[config.mk]
export PLATFORM = sky130hd
export DESIGN_NAME = ula_vector_driver
export DESIGN_NICKNAME = d
export VERILOG_FILES = /design/src/rtl/ula_pkg.sv /design/src/rtl/ula_golden.sv /design/src/rtl/ula_vector_driver.sv
export SDC_FILE = /design/constraint.sdc
export NUM_CORES = 1
export LEC_CHECK = 0
export ABC_AREA = 0
export CAP_MARGIN = 5
export CELL_PAD_IN_SITES_DETAIL_PLACEMENT = 0
export CELL_PAD_IN_SITES_GLOBAL_PLACEMENT = 1
export CORE_MARGIN = 2
export CORE_UTILIZATION = 38
export DETAILED_ROUTE_END_ITERATION = 6
export HOLD_SLACK_MARGIN = 0.03
export PLACE_DENSITY_LB_ADDON = 0.05
export SYNTH_ARGS = -nofsm -noshare
export SYNTH_HDL_FRONTEND = slang
export SYNTH_SLANG_ARGS = --single-unit
[constraint.sdc]
create_clock -name CLOCK_50 -period 4.32 [get_ports CLOCK_50]
set_input_delay 1.08 -clock CLOCK_50 [delete_from_list [all_inputs] [get_ports CLOCK_50]]
set_output_delay 1.08 -clock CLOCK_50 [all_outputs]
set_load 0.03 [all_outputs]
[src/rtl/ula_pkg.sv]
// Shared types and constants for the 6-bit ALU self-test sequencer:
// FSM states, opcode encodings, LFSR taps and the golden result record.
package ula_pkg;

  typedef enum logic [2:0] {
    ST_IDLE  = 3'd0,
    ST_ISSUE = 3'd1,
    ST_WAIT  = 3'd2,
    ST_CHECK = 3'd3,
    ST_DONE  = 3'd4
  } ula_state_e;

  // Arithmetic opcodes (mode 0)
  localparam logic [2:0] OP_ADD  = 3'd0;
  localparam logic [2:0] OP_SUB  = 3'd1;
  localparam logic [2:0] OP_ADDN = 3'd2;
  localparam logic [2:0] OP_SUBN = 3'd3;
  localparam logic [2:0] OP_INCA = 3'd4;
  localparam logic [2:0] OP_DECA = 3'd5;
  localparam logic [2:0] OP_INCB = 3'd6;
  localparam logic [2:0] OP_DECB = 3'd7;

  // Logic opcodes (mode 1)
  localparam logic [2:0] OP_AND   = 3'd0;
  localparam logic [2:0] OP_NOTA  = 3'd1;
  localparam logic [2:0] OP_NOTB  = 3'd2;
  localparam logic [2:0] OP_OR    = 3'd3;
  localparam logic [2:0] OP_XOR   = 3'd4;
  localparam logic [2:0] OP_NAND  = 3'd5;
  localparam logic [2:0] OP_PASSA = 3'd6;
  localparam logic [2:0] OP_PASSB = 3'd7;

  localparam logic MODE_ARITH = 1'b0;
  localparam logic MODE_LOGIC = 1'b1;

  // Taps for x^12 + x^11 + x^10 + x^4 + 1 (bits 11, 10, 9, 3)
  localparam logic [11:0] LFSR_TAPS = 12'hE08;

  typedef struct packed {
    logic [5:0] data;
    logic       overflow;
    logic       zero;
  } ula_result_t;

  function automatic logic [11:0] lfsr_step(input logic [11:0] s);
    return {s[10:0], ^(s & LFSR_TAPS)};
  endfunction

  function automatic logic [7:0] sat_inc8(input logic [7:0] v);
    return (v == 8'hFF) ? v : v + 8'd1;
  endfunction

endpackage

[src/rtl/ula_golden.sv]
// Combinational reference model of the 6-bit ALU: (a, b, code, mode) -> result record.
module ula_golden
  import ula_pkg::*;
(
  input  logic [5:0]  a,
  input  logic [5:0]  b,
  input  logic [2:0]  code,
  input  logic        mode,
  output ula_result_t res
);

  logic [6:0] a7;
  logic [6:0] b7;
  logic [6:0] nb7;
  logic [6:0] sum7;
  logic [5:0] lres;
  logic [5:0] data;

  always_comb begin
    a7   = {1'b0, a};
    b7   = {1'b0, b};
    nb7  = {1'b0, ~b};
    sum7 = '0;
    lres = '0;
    data = '0;

    // Arithmetic is done on zero-extended operands so bit 6 is the carry/borrow
    case (code)
      OP_ADD:  sum7 = a7 + b7;
      OP_SUB:  sum7 = a7 - b7;
      OP_ADDN: sum7 = a7 + nb7;
      OP_SUBN: sum7 = a7 - nb7;
      OP_INCA: sum7 = a7 + 7'd1;
      OP_DECA: sum7 = a7 - 7'd1;
      OP_INCB: sum7 = b7 + 7'd1;
      OP_DECB: sum7 = b7 - 7'd1;
      default: sum7 = '0;
    endcase

    case (code)
      OP_AND:   lres = a & b;
      OP_NOTA:  lres = ~a;
      OP_NOTB:  lres = ~b;
      OP_OR:    lres = a | b;
      OP_XOR:   lres = a ^ b;
      OP_NAND:  lres = ~(a & b);
      OP_PASSA: lres = a;
      OP_PASSB: lres = b;
      default:  lres = '0;
    endcase

    data         = (mode == MODE_LOGIC) ? lres : sum7[5:0];
    res.data     = data;
    res.overflow = (mode == MODE_LOGIC) ? 1'b0 : sum7[6];
    res.zero     = (data == 6'd0);
  end

endmodule

[src/rtl/ula_vector_driver.sv]
// Self-test sequencer for the 6-bit ALU: issues LFSR-generated vectors, checks
// responses against ula_golden, counts pass/fail. Optional macro STOP_ON_FAIL_EN.
module ula_vector_driver
  import ula_pkg::*;
#(
  parameter int          NUM_VEC = 16,
  parameter logic [11:0] SEED    = 12'hACE,
  parameter int          TIMEOUT = 64
) (
  input  logic       CLOCK_50,
  input  logic       reset,
  input  logic       start,
  output logic       op_valid,
  input  logic       op_ready,
  output logic [5:0] op_a,
  output logic [5:0] op_b,
  output logic [2:0] op_code,
  output logic       op_mode,
  input  logic       res_valid,
  input  logic [5:0] res_data,
  input  logic       res_overflow,
  input  logic       res_zero,
  output logic       busy,
  output logic       done,
  output logic [7:0] pass_cnt,
  output logic [7:0] fail_cnt,
  output logic [7:0] first_fail_idx,
  output logic       timeout_flag,
  output ula_state_e dbg_state
);

  // Handshakes: the op channel transfers on any CLOCK_50 edge with op_valid && op_ready,
  // and the payload is held from op_valid rising until that edge. The res channel is
  // valid-only: res_valid is a one-cycle pulse, accepted only while in ST_WAIT.

  localparam int         TCNT_W   = (TIMEOUT > 2) ? $clog2(TIMEOUT) : 1;
  localparam logic [7:0] LAST_IDX = 8'(NUM_VEC - 1);

  ula_state_e  state_q, state_d;
  logic [11:0] lfsr_q, lfsr_d;
  logic [7:0]  idx_q, idx_d;
  logic        op_valid_q, op_valid_d;
  logic [5:0]  op_a_q, op_a_d;
  logic [5:0]  op_b_q, op_b_d;
  logic [2:0]  op_code_q, op_code_d;
  logic        op_mode_q, op_mode_d;
  logic        busy_q, busy_d;
  logic        done_q, done_d;
  logic [7:0]  pass_q, pass_d;
  logic [7:0]  fail_q, fail_d;
  logic [7:0]  ffi_q, ffi_d;
  logic        tflag_q, tflag_d;
  logic [TCNT_W-1:0] tcnt_q, tcnt_d;
  logic        tout_q, tout_d;
  ula_result_t cap_q, cap_d;

  ula_result_t gold;
  logic        vec_fail;
  logic        stop;
  logic [11:0] lfsr_next;
  logic [7:0]  idx_next;

  ula_golden u_golden (
    .a    (op_a_q),
    .b    (op_b_q),
    .code (op_code_q),
    .mode (op_mode_q),
    .res  (gold)
  );

  always_comb begin
    state_d    = state_q;
    lfsr_d     = lfsr_q;
    idx_d      = idx_q;
    op_valid_d = op_valid_q;
    op_a_d     = op_a_q;
    op_b_d     = op_b_q;
    op_code_d  = op_code_q;
    op_mode_d  = op_mode_q;
    busy_d     = busy_q;
    done_d     = done_q;
    pass_d     = pass_q;
    fail_d     = fail_q;
    ffi_d      = ffi_q;
    tflag_d    = tflag_q;
    tcnt_d     = tcnt_q;
    tout_d     = tout_q;
    cap_d      = cap_q;
    vec_fail   = 1'b0;
    stop       = 1'b0;
    lfsr_next  = lfsr_step(lfsr_q);
    idx_next   = idx_q + 8'd1;

    case (state_q)
      ST_IDLE, ST_DONE: begin
        if (start) begin
          state_d    = ST_ISSUE;
          lfsr_d     = SEED;
          idx_d      = 8'd0;
          pass_d     = 8'd0;
          fail_d     = 8'd0;
          ffi_d      = 8'hFF;
          tflag_d    = 1'b0;
          busy_d     = 1'b1;
          done_d     = 1'b0;
          // Payload loaded here so op_valid is up one cycle after start
          op_valid_d = 1'b1;
          op_a_d     = SEED[5:0];
          op_b_d     = SEED[11:6];
          op_code_d  = 3'd0;
          op_mode_d  = 1'b0;
        end
      end

      ST_ISSUE: begin
        if (op_valid_q && op_ready) begin
          op_valid_d = 1'b0;
          state_d    = ST_WAIT;
          tcnt_d     = '0;
          tout_d     = 1'b0;
        end
      end

      ST_WAIT: begin
        if (res_valid) begin
          cap_d.data     = res_data;
          cap_d.overflow = res_overflow;
          cap_d.zero     = res_zero;
          state_d        = ST_CHECK;
        end else if (tcnt_q == TCNT_W'(TIMEOUT - 1)) begin
          tflag_d = 1'b1;
          tout_d  = 1'b1;
          state_d = ST_CHECK;
        end else begin
          tcnt_d = tcnt_q + TCNT_W'(1);
        end
      end

      ST_CHECK: begin
        // A timed-out vector is failed without looking at the stale capture
        vec_fail = tout_q || (cap_q != gold);
        if (vec_fail) begin
          fail_d = sat_inc8(fail_q);
          if (ffi_q == 8'hFF) ffi_d = idx_q;
        end else begin
          pass_d = sat_inc8(pass_q);
        end

`ifdef STOP_ON_FAIL_EN
        stop = (idx_q == LAST_IDX) || vec_fail;
        if (!vec_fail) begin
          lfsr_d = lfsr_next;
          idx_d  = idx_next;
        end
`else
        stop   = (idx_q == LAST_IDX);
        lfsr_d = lfsr_next;
        idx_d  = idx_next;
`endif

        if (stop) begin
          state_d = ST_DONE;
          busy_d  = 1'b0;
          done_d  = 1'b1;
        end else begin
          state_d    = ST_ISSUE;
          op_valid_d = 1'b1;
          op_a_d     = lfsr_next[5:0];
          op_b_d     = lfsr_next[11:6];
          op_code_d  = idx_next[2:0];
          op_mode_d  = idx_next[3];
        end
      end

      default: begin
        state_d = ST_IDLE;
      end
    endcase
  end

  always_ff @(posedge CLOCK_50) begin
    if (reset) begin
      state_q    <= ST_IDLE;
      lfsr_q     <= SEED;
      idx_q      <= 8'd0;
      op_valid_q <= 1'b0;
      op_a_q     <= 6'd0;
      op_b_q     <= 6'd0;
      op_code_q  <= 3'd0;
      op_mode_q  <= 1'b0;
      busy_q     <= 1'b0;
      done_q     <= 1'b0;
      pass_q     <= 8'd0;
      fail_q     <= 8'd0;
      ffi_q      <= 8'hFF;
      tflag_q    <= 1'b0;
      tcnt_q     <= '0;
      tout_q     <= 1'b0;
      cap_q      <= '0;
    end else begin
      state_q    <= state_d;
      lfsr_q     <= lfsr_d;
      idx_q      <= idx_d;
      op_valid_q <= op_valid_d;
      op_a_q     <= op_a_d;
      op_b_q     <= op_b_d;
      op_code_q  <= op_code_d;
      op_mode_q  <= op_mode_d;
      busy_q     <= busy_d;
      done_q     <= done_d;
      pass_q     <= pass_d;
      fail_q     <= fail_d;
      ffi_q      <= ffi_d;
      tflag_q    <= tflag_d;
      tcnt_q     <= tcnt_d;
      tout_q     <= tout_d;
      cap_q      <= cap_d;
    end
  end

  assign op_valid       = op_valid_q;
  assign op_a           = op_a_q;
  assign op_b           = op_b_q;
  assign op_code        = op_code_q;
  assign op_mode        = op_mode_q;
  assign busy           = busy_q;
  assign done           = done_q;
  assign pass_cnt       = pass_q;
  assign fail_cnt       = fail_q;
  assign first_fail_idx = ffi_q;
  assign timeout_flag   = tflag_q;
  assign dbg_state      = state_q;

endmodule

After elaboration in Yosys (flattened, before gate mapping)
Index checks and enable logic that the tools add are counted.
Widths: inputs -> output; s select.
{"block": "word_totals", "register_bits": 82, "inputBits": 13, "wordCells": 142}
{"block": "classes", "n_addsub": 12, "eq_ne": 30, "n_mux": 52, "n_bitwise": 6, "n_reduce_logical": 23}
{"op": "$mux 8", "count": 8}
{"op": "$pmux 8 s2", "count": 4}
{"op": "$pmux 7 s8", "count": 1}
{"op": "$mux 6", "count": 8}
{"op": "$pmux 6 s8", "count": 1}
{"op": "$pmux 6 s2", "count": 3}
{"op": "$reduce_and 4->1", "count": 7}
{"op": "$add 8x1->8 const B", "count": 3}
{"op": "$eq 8x8->1 const B", "count": 3}
{"op": "$ne 2x2->1 const B", "count": 12}
{"op": "$pmux 12 s2", "count": 1}
{"op": "$mux 3", "count": 7}
{"op": "$not 6->6", "count": 3}
{"op": "$eq 3x3->1 const B", "count": 5}
{"op": "$add 6x1->7 const B", "count": 2}
{"op": "$add 6x6->7", "count": 2}
{"op": "$sub 6x1->7 const B", "count": 2}
{"op": "$sub 6x6->7", "count": 2}
{"op": "$eq 3x2->1 const B", "count": 4}
{"op": "$mux 12", "count": 1}
{"op": "$pmux 3 s4", "count": 1}
{"op": "$reduce_xor 12->1", "count": 1}
{"op": "$mux 1", "count": 10}
{"op": "$pmux 1 s2", "count": 5}
{"op": "other kinds (20)", "count": 27}

Depth between registers and ports, before layout
Gate-level depths: netlist of run 1.
{"block": "depth", "word_depth": 9, "mapped_depth": 20}

Cells and area by module
Synthesis of run 1 repeated with hierarchy kept, for this count alone.
{"block": "unflattened", "cells_unflattened": 678, "hier_area_um2": 5412.7}
{"module": "ula_vector_driver", "n_inst": 1, "cells_each": 444, "area_each_um2": 3773.6}
{"module": "ula_golden", "n_inst": 1, "cells_each": 234, "area_each_um2": 1639.1}

Worst setup path before layout of run 1
No wires, ideal clock.
{"block": "synth_path", "kind": "register to register", "from": "register op_code_q[1], in the netlist op_code[1]", "to": "register pass_q[6], in the netlist pass_cnt[6]", "t_arrival_ns": 4.439, "slack_ns": -0.198, "stages_incl_launch_ff": 20, "n_path_buf": 3, "synth_period_minus_slack_ns": 4.518, "path_cell_list": "dfxtp_1 -> buf_4 -> buf_6 -> inv_1 -> ha_1 -> clkbuf_1 -> a211oi_1 -> a21oi_1 -> ha_1 -> fa_1 -> nor2b_1 -> o221ai_1 -> a21oi_1 -> xor2_1 -> a211oi_1 -> xor2_1 -> nor4_4 -> nand2_2 -> or4_1 -> o211ai_1"}
{"block": "synth_between", "elab_chain_cells": 8, "elab_cells_between_ends": 17, "cone_classes": "eq/ne (9); mux (4); reduce/logical (4)"}
{"item": "start: declaration", "line": "ula_vector_driver.sv:45", "source": "logic [2:0] op_code_q, op_code_d;"}
{"item": "start signal: assignment", "line": "ula_vector_driver.sv:207", "source": "op_code_q <= op_code_d;"}
{"item": "$eq 3x3->1 (tied with other cells)", "line": "ula_golden.sv:28, ula_golden.sv:40"}
{"item": "$pmux 7 s8 or $pmux 6 s8 (tied branches)", "line": "ula_golden.sv:28, ula_golden.sv:40"}
{"item": "$mux 6", "line": "ula_golden.sv:52", "source": "data = (mode == MODE_LOGIC) ? lres : sum7[5:0];"}
{"item": "$logic_not 6->1", "line": "ula_golden.sv:55", "source": "res.zero = (data == 6'd0);"}
{"item": "$ne 8x8->1 (*)", "line": "ula_vector_driver.sv:141", "source": "vec_fail = tout_q || (cap_q != gold);"}
{"item": "$logic_or 1x1->1 (*)", "line": "ula_vector_driver.sv:141"}
{"item": "$ne 2x2->1 (no line) (*)"}
{"item": "$reduce_and 4->1 (no line) (*)"}
{"item": "end signal: assignment", "line": "ula_vector_driver.sv:211", "source": "pass_q <= pass_d;"}
{"item": "end: declaration", "line": "ula_vector_driver.sv:49", "source": "logic [7:0] pass_q, pass_d;"}
Every way passes the cells marked *; elsewhere a longest branch is shown, timed or not.
A chain may end at the register's enable or synchronous reset.

Worst setup path in the final report of run 1
{"block": "layout_path", "from": "register op_code_q[2], in the netlist op_code[2]", "to": "register pass_q[7], in the netlist pass_cnt[7]"}
Same word-level chain as after synthesis.

==> run summary, run 1 <==
status -> finished, final reports clean
Max stage delay on crit path -> 0.46 ns
detailed-route via count -> 5,183
Yosys reg bits -> 82
H-tree Lvls -> 3
Ant. Diodes -> 0
dpl hpwl -> 12,100 um
I/O pins -> 60
clk buf depth -> 2
RSZ-0062 raised after global routing -> false
Critical Path, Cell by Cell -> buf_4, ha_1, inv_1, nor2_1, a21oi_1, fa_1, a211oi_2, o21ai_0, and3_1, nor3_1, a211oi_2, xor2_1, nor4_4, buf_4, buf_4, a31oi_2, buf_4, o21ai_0, a21oi_1
sequential area share after synthesis -> 30.5%
Post-Route WL -> 16,300 um
num rows -> 43
met1 wire length -> 7680 um
vias per cell -> 5.62
Worst VDD drop -> 0.160 mV
clk_skew -> 0.00798 ns
reg-to-reg critical path startpoint -> op_code[2]$_SDFFE_PP0P_
number of enable flip-flop cells after synthesis -> 0
Die Y-Extent -> 123 um
Die W -> 123 um
fin crit period -> 4.02 ns
register clock-pin slew on the reported worst setup and hold paths -> 0.06 ns
library cells used by synthesis -> 73
Crit-path slowest cell -> fa_1
Final setup viols -> 0
Synth Instances -> 674
Final ANT Viol Nets -> 0
max-cap violations -> 0
met3 WL post-DR -> 704 um
critical setup path kind -> flop to flop
Worst EP required -> 4.51 ns
fin. max-slew vios -> 0
HP Start -> done$_SDFFE_PP0P_
DRC viols -> 0
worst-skew pair later-pin latency -> 0.34 ns
worst hold slack -> 0.475 ns
layout cells sized above 1 -> 12.0%
R2R Setup Slk -> 0.30 ns
Final Hold Viols -> 0
initial antenna violation count -> 0
final period utilization -> 93.1%
drt pass-1 iters -> 5
FF-to-FF path depth -> 19
leak pwr -> 2.47 nW
multi-input logic area -> 3500 um2
Fmax achieved -> 0.249 GHz
CP Max Fanout -> 8
largest net degree at the start of global routing -> 67
FF+latch area -> 1650 um2
1st-iter DRT viols -> 424
Worst Hold Depth -> 1
non-filler instance count after layout -> 922
Largest delay share family, worst path -> compound AO/OA/AOI/OAI gates
Endpoint, Worst Hold -> done$_SDFFE_PP0P_
RD Place Congestion -> 0.899
Setup crit end kind -> flop
core footprint -> 13,800 um2
GR Util All Layers -> 22.1%
Yosys Warn Count -> 0
first-pass GRT wire length -> 25,800 um
Routed met2 length -> 7490 um
cell mode on critical path -> buf_4
Slew @ Worst Pin -> 0.817 ns
FFs w/ async S/R, synth -> 0%
Synth Net Count -> 722
cell area power density -> 297 nW/um2
top sig layer -> met4
global-route congestion overflow total -> 0
Final nets -> 785
Mean Syn Cell Area -> 7.98 um2
Setup TNS -> 0 ns
CTS tree -> yes
vias in the first global route -> 4,893
CP startpoint -> op_code[2]$_SDFFE_PP0P_
Root Buffer -> clkbuf_16
CTS sink count -> 82
Initial Utilization -> 38.9%
Startpoint Class -> flop
Hold Crit Class -> flop to flop
Worst slew margin -> 44.1%
RR Endpoint -> pass_cnt[7]$_SDFFE_PP0P_
Crit path buffers/inverters -> 5
routed length per instance -> 17.6 um
main flop type after synthesis -> dfxtp_1
die area -> 15,100 um2
PortBufs -> 59
post-synth design cell area -> 5380 um2
placed cell count -> 904
clock buffer count from CTS -> 9
CP arrival -> 4.21 ns
P&R area growth vs syn -> 22.5%
fill count -> 1,382
==> final cells by class <==
type                       count  share of cell area (%)
multi-input combinational    529                    53.2
sequential                    82                    25.0
timing repair buffer          89                    12.3
clock buffer                  10                    3.48
tap                          180                    3.42
inverter                      26                    1.54
clock inverter                 6                    1.01
==> cells in the final DEF, fill, tap and decap left out, types with 26 or more instances in the layout <==
cell type,n
a21oi_1,45
clkdlybuf4s50_1,58
nor2_1,94
nand2_1,49
dfxtp_1,80
ha_1,33
mux2i_1,28
nand3_1,26
buf_4,30
nor3_1,27
==> logic make-up (layout without fill, tap and decap cells) <==
kind of cell,count (synthesis),in the layout,share of synthesized area [%]
compound gates,162,162,20.2
fa+ha+maj,35,35,8.42
xor+xnor,24,24,3.91
flops,82,82,30.5
buf+inv,63,131,5.00
mux,35,35,6.68
simple gates,273,273,25.2
==> routing by layer <==
layer	GRT usage [%]	vias to the layer above
met5	0	-
met4	7.83	0
met3	3.92	24
met2	35.7	140
met1	29.7	2454
li1	-	2565
==> Yosys cell counts, types with 10 or more instances <==
cell type	count	area, um2
nand2b_1	10	62.6
o21ai_0	23	115
inv_1	25	93.8
xnor2_1	15	131
nand3_1	26	130
o22ai_1	16	100
nor3_1	27	135
a21oi_1	45	225
clkbuf_1	25	93.8
nor2_1	94	353
mux2i_1	28	280
dfxtp_1	82	1640
nand2_1	49	184
a211oi_1	17	128
ha_1	33	413
==> sequential cells by signal, summed over array words and instances, names as in the netlist <==
register	cells
fail_cnt	8
pass_cnt	8
op_valid	1
op_a	6
op_mode	1
op_b	6
op_code	3
lfsr_q	12
tout_q	1
first_fail_idx	8
tcnt_q	6
dbg_state	3
done	1
idx_q	8
busy	1
cap_q	8
timeout_flag	1
==> worst max-delay path by stage <==
stage | to | cells past startpoint
global placement | pass_cnt[6]$_SDFFE_PP0P_ | 15
global route | pass_cnt[7]$_SDFFE_PP0P_ | 19
CTS | pass_cnt[6]$_SDFFE_PP0P_ | 15
detailed placement | pass_cnt[6]$_SDFFE_PP0P_ | 15
finish | pass_cnt[7]$_SDFFE_PP0P_ | 19
floorplan | pass_cnt[6]$_SDFFE_PP0P_ | 19
==> per-stage QoR <==
stage | utilization, % | area [um2] | setup WS [ns] | total power, W
2_1_floorplan | - | 5380 | 0.0297 | 0.00109
3_3_place_gp | 45.1 | 6230 | 0.171 | 0.00120
3_5_place_dp | 45.1 | 6230 | 0.0445 | 0.00120
4_1_cts | 47.2 | 6530 | 0.0419 | 0.00197
5_1_grt | 47.6 | 6580 | 0.000222 | 0.00206
6_report | 47.6 | 6580 | 0.297 | 0.00196
==> timing repair <==
action,4_1_cts,5_1_grt
resized for setup,0,11
endpoints found under the setup margin,0,23
setup buffers,0,2
hold buffers,0,0
==> power breakdown <==
group / switching (W) / internal (W) / total [W]
registers: 0.0000234 / 0.000768 / 0.000791
clock network: 0.000311 / 0.000449 / 0.000760
logic: 0.000234 / 0.000170 / 0.000405
No activity file was read; power rests on OpenSTA's default activity.
==> run 2: changes to the inputs <==
Settings changed: CORE_MARGIN 2 to not set.
==> run summary, run 2 (synthesis gave the netlist of run 1 again) <==
initial antenna violation count -> 0 (unchanged)
Setup crit end kind -> flop
cell area power density -> 299 nW/um2 (+0.79%)
worst-skew pair later-pin latency -> 0.34 ns (about the same)
drt pass-1 iters -> 5 (unchanged)
H-tree Lvls -> 3 (unchanged)
Slew @ Worst Pin -> 0.917 ns (+0.0999 ns)
Max stage delay on crit path -> 0.60 ns (+0.14 ns)
Ant. Diodes -> 0 (unchanged)
global-route congestion overflow total -> 0 (unchanged)
CP arrival -> 4.38 ns (+0.17 ns)
critical setup path kind -> flop to flop
cell mode on critical path -> xor2_1
PortBufs -> 59 (unchanged)
num rows -> 43 (unchanged)
Crit path buffers/inverters -> 1 (-4)
leak pwr -> 2.48 nW (+0.50%)
Startpoint Class -> flop
Final WS setup -> 0.195 ns (-0.103 ns)
layout cells sized above 1 -> 12.6% (+0.62 points)
Fmax achieved -> 0.242 GHz (-2.5%)
clk_skew -> 0.0128 ns (+0.00487 ns)
clk buf depth -> 2 (unchanged)
vias in the first global route -> 4,913 (+0.41%)
Final Hold Viols -> 0 (unchanged)
DRC viols -> 0 (unchanged)
Final setup viols -> 0 (unchanged)
commonest non-fill, non-tap cell in the layout -> nor2_1
max reg flops -> 12 (unchanged)
Worst EP required -> 4.57 ns (+0.06 ns)
pre-CTS WS -> 0.116 ns (+0.0715 ns)
Initial Utilization -> 38.9% (unchanged)
Reg with most FFs -> lfsr_q
Hold Crit Class -> flop to flop
die area -> 14,600 um2 (-3.2%)
clock buffer count from CTS -> 9 (unchanged)
Critical Path, Cell by Cell -> nand3_1, a2111oi_2, a221oi_1, ha_2, or2_2, o221ai_1, a21oi_1, xor2_1, a211oi_2, xor2_1, nor4_4, buf_4, nand2_2, or4_1, o211ai_1
register clock-pin slew on the reported worst setup and hold paths -> 0.06 ns (about the same)
Largest delay share family, worst path -> simple AND/OR/NAND/NOR gates
Root Buffer -> clkbuf_16
worst hold slack -> 0.470 ns (-0.00582 ns)
RD Place Congestion -> 0.927 (+3.0%)
P&R area growth vs syn -> 23.1%
1st-iter DRT viols -> 273 (-36%)
final period utilization -> 95.5% (+2.4 points)
fin. max-slew vios -> 0 (unchanged)
commonest cells after routing, fill and taps aside -> nor2_1 (94), dfxtp_1 (80), clkdlybuf4s50_1 (58)
fill count -> 1,363 (-1.4%)
Final ANT Viol Nets -> 0 (unchanged)
Final nets -> 788 (+0.38%)
Worst slew margin -> 37.3% (-6.8 points)
detailed-route via count -> 5,220 (+0.71%)
CP Max Fanout -> 8 (unchanged)
max-cap violations -> 0 (unchanged)
status -> finished, final reports clean
Crit-path slowest cell -> dfxtp_1
routed length per instance -> 18.1 um (+2.6%)
GR Util All Layers -> 23.4% (+1.3 points)
fin crit period -> 4.13 ns (+0.103 ns)
dpl hpwl -> 12,100 um (+0.19%)
CTS sink count -> 82 (unchanged)
I/O pins -> 60 (unchanged)
largest net degree at the start of global routing -> 67 (unchanged)
Die Y-Extent -> 121 um (-1.6%)
vias per cell -> 5.64 (+0.39%)
first-pass GRT wire length -> 26,500 um (+2.8%)
Die W -> 121 um (-1.6%)
Worst VDD drop -> 0.163 mV (+1.4%)
CTS tree -> yes
core footprint -> 13,800 um2 (unchanged)
Post-Route WL -> 16,700 um (+2.9%)
-- run 2: cell count changes in the layout (fill, tap and decap cells not counted), sizes merged --
cell / before / now
buf: 31 / 34
clkinv: 1 / 3
clkinvlp: 4 / 2
-- run 2: what timing repair did --
action	4_1_cts	5_1_grt
gates resized for setup	0	11
endpoints found under the setup margin	0	22
setup buffers	0	2
hold buffers	0	0
-- run 2: cell type report --
class / count / area [um2] / share of cell area, %
multi-input cells: 529 / 3510 / 53.1
inverters: 26 / 97.6 / 1.47
clock inverters: 6 / 63.8 / 0.964
repair buffers: 92 / 833 / 12.6
flip-flops and latches: 82 / 1650 / 24.9
clock buffers: 10 / 239 / 3.61
well taps: 180 / 225 / 3.40
-- run 2: worst paths after layout --
path,endpoint,startpoint,slack [ns],depth (start not counted)
min reg2reg,done$_SDFFE_PP0P_,done$_SDFFE_PP0P_,0.47,1
max reg2reg,pass_cnt[6]$_SDFFE_PP0P_,op_b[2]$_SDFFE_PP0P_,0.19,15
max,pass_cnt[6]$_SDFFE_PP0P_,op_b[2]$_SDFFE_PP0P_,0.19,15
min,done$_SDFFE_PP0P_,done$_SDFFE_PP0P_,0.47,1
-- run 2: where the power goes --
part	switching, W	internal, W	total [W]
Combinational	0.000234	0.000178	0.000413
Sequential	0.0000254	0.000767	0.000793
Clock	0.000313	0.000463	0.000776
Total	0.000573	0.00141	0.00198
-- run 2: stage by stage --
step                std cells  setup TNS, ns  area, um2  power (W)  util [%]
global placement          907              0       6250    0.00120      45.2
global route              925        -0.0142       6620    0.00208      47.9
detailed placement        907              0       6250    0.00121      45.2
floorplan                 674              0       5380    0.00109         -
CTS                       923              0       6560    0.00199      47.4
finish                    925              0       6620    0.00198      47.9
-- run 2: per-layer routing --
layer  GRT usage [%]  vias to the layer above  share of wire (%)
met2            38.1                      158                 46
met4            10.7                        0                3.4
met1            31.0                     2457                 47
met3            2.49                       33                3.8
met5               0                        -                  0
li1                -                     2572                  -
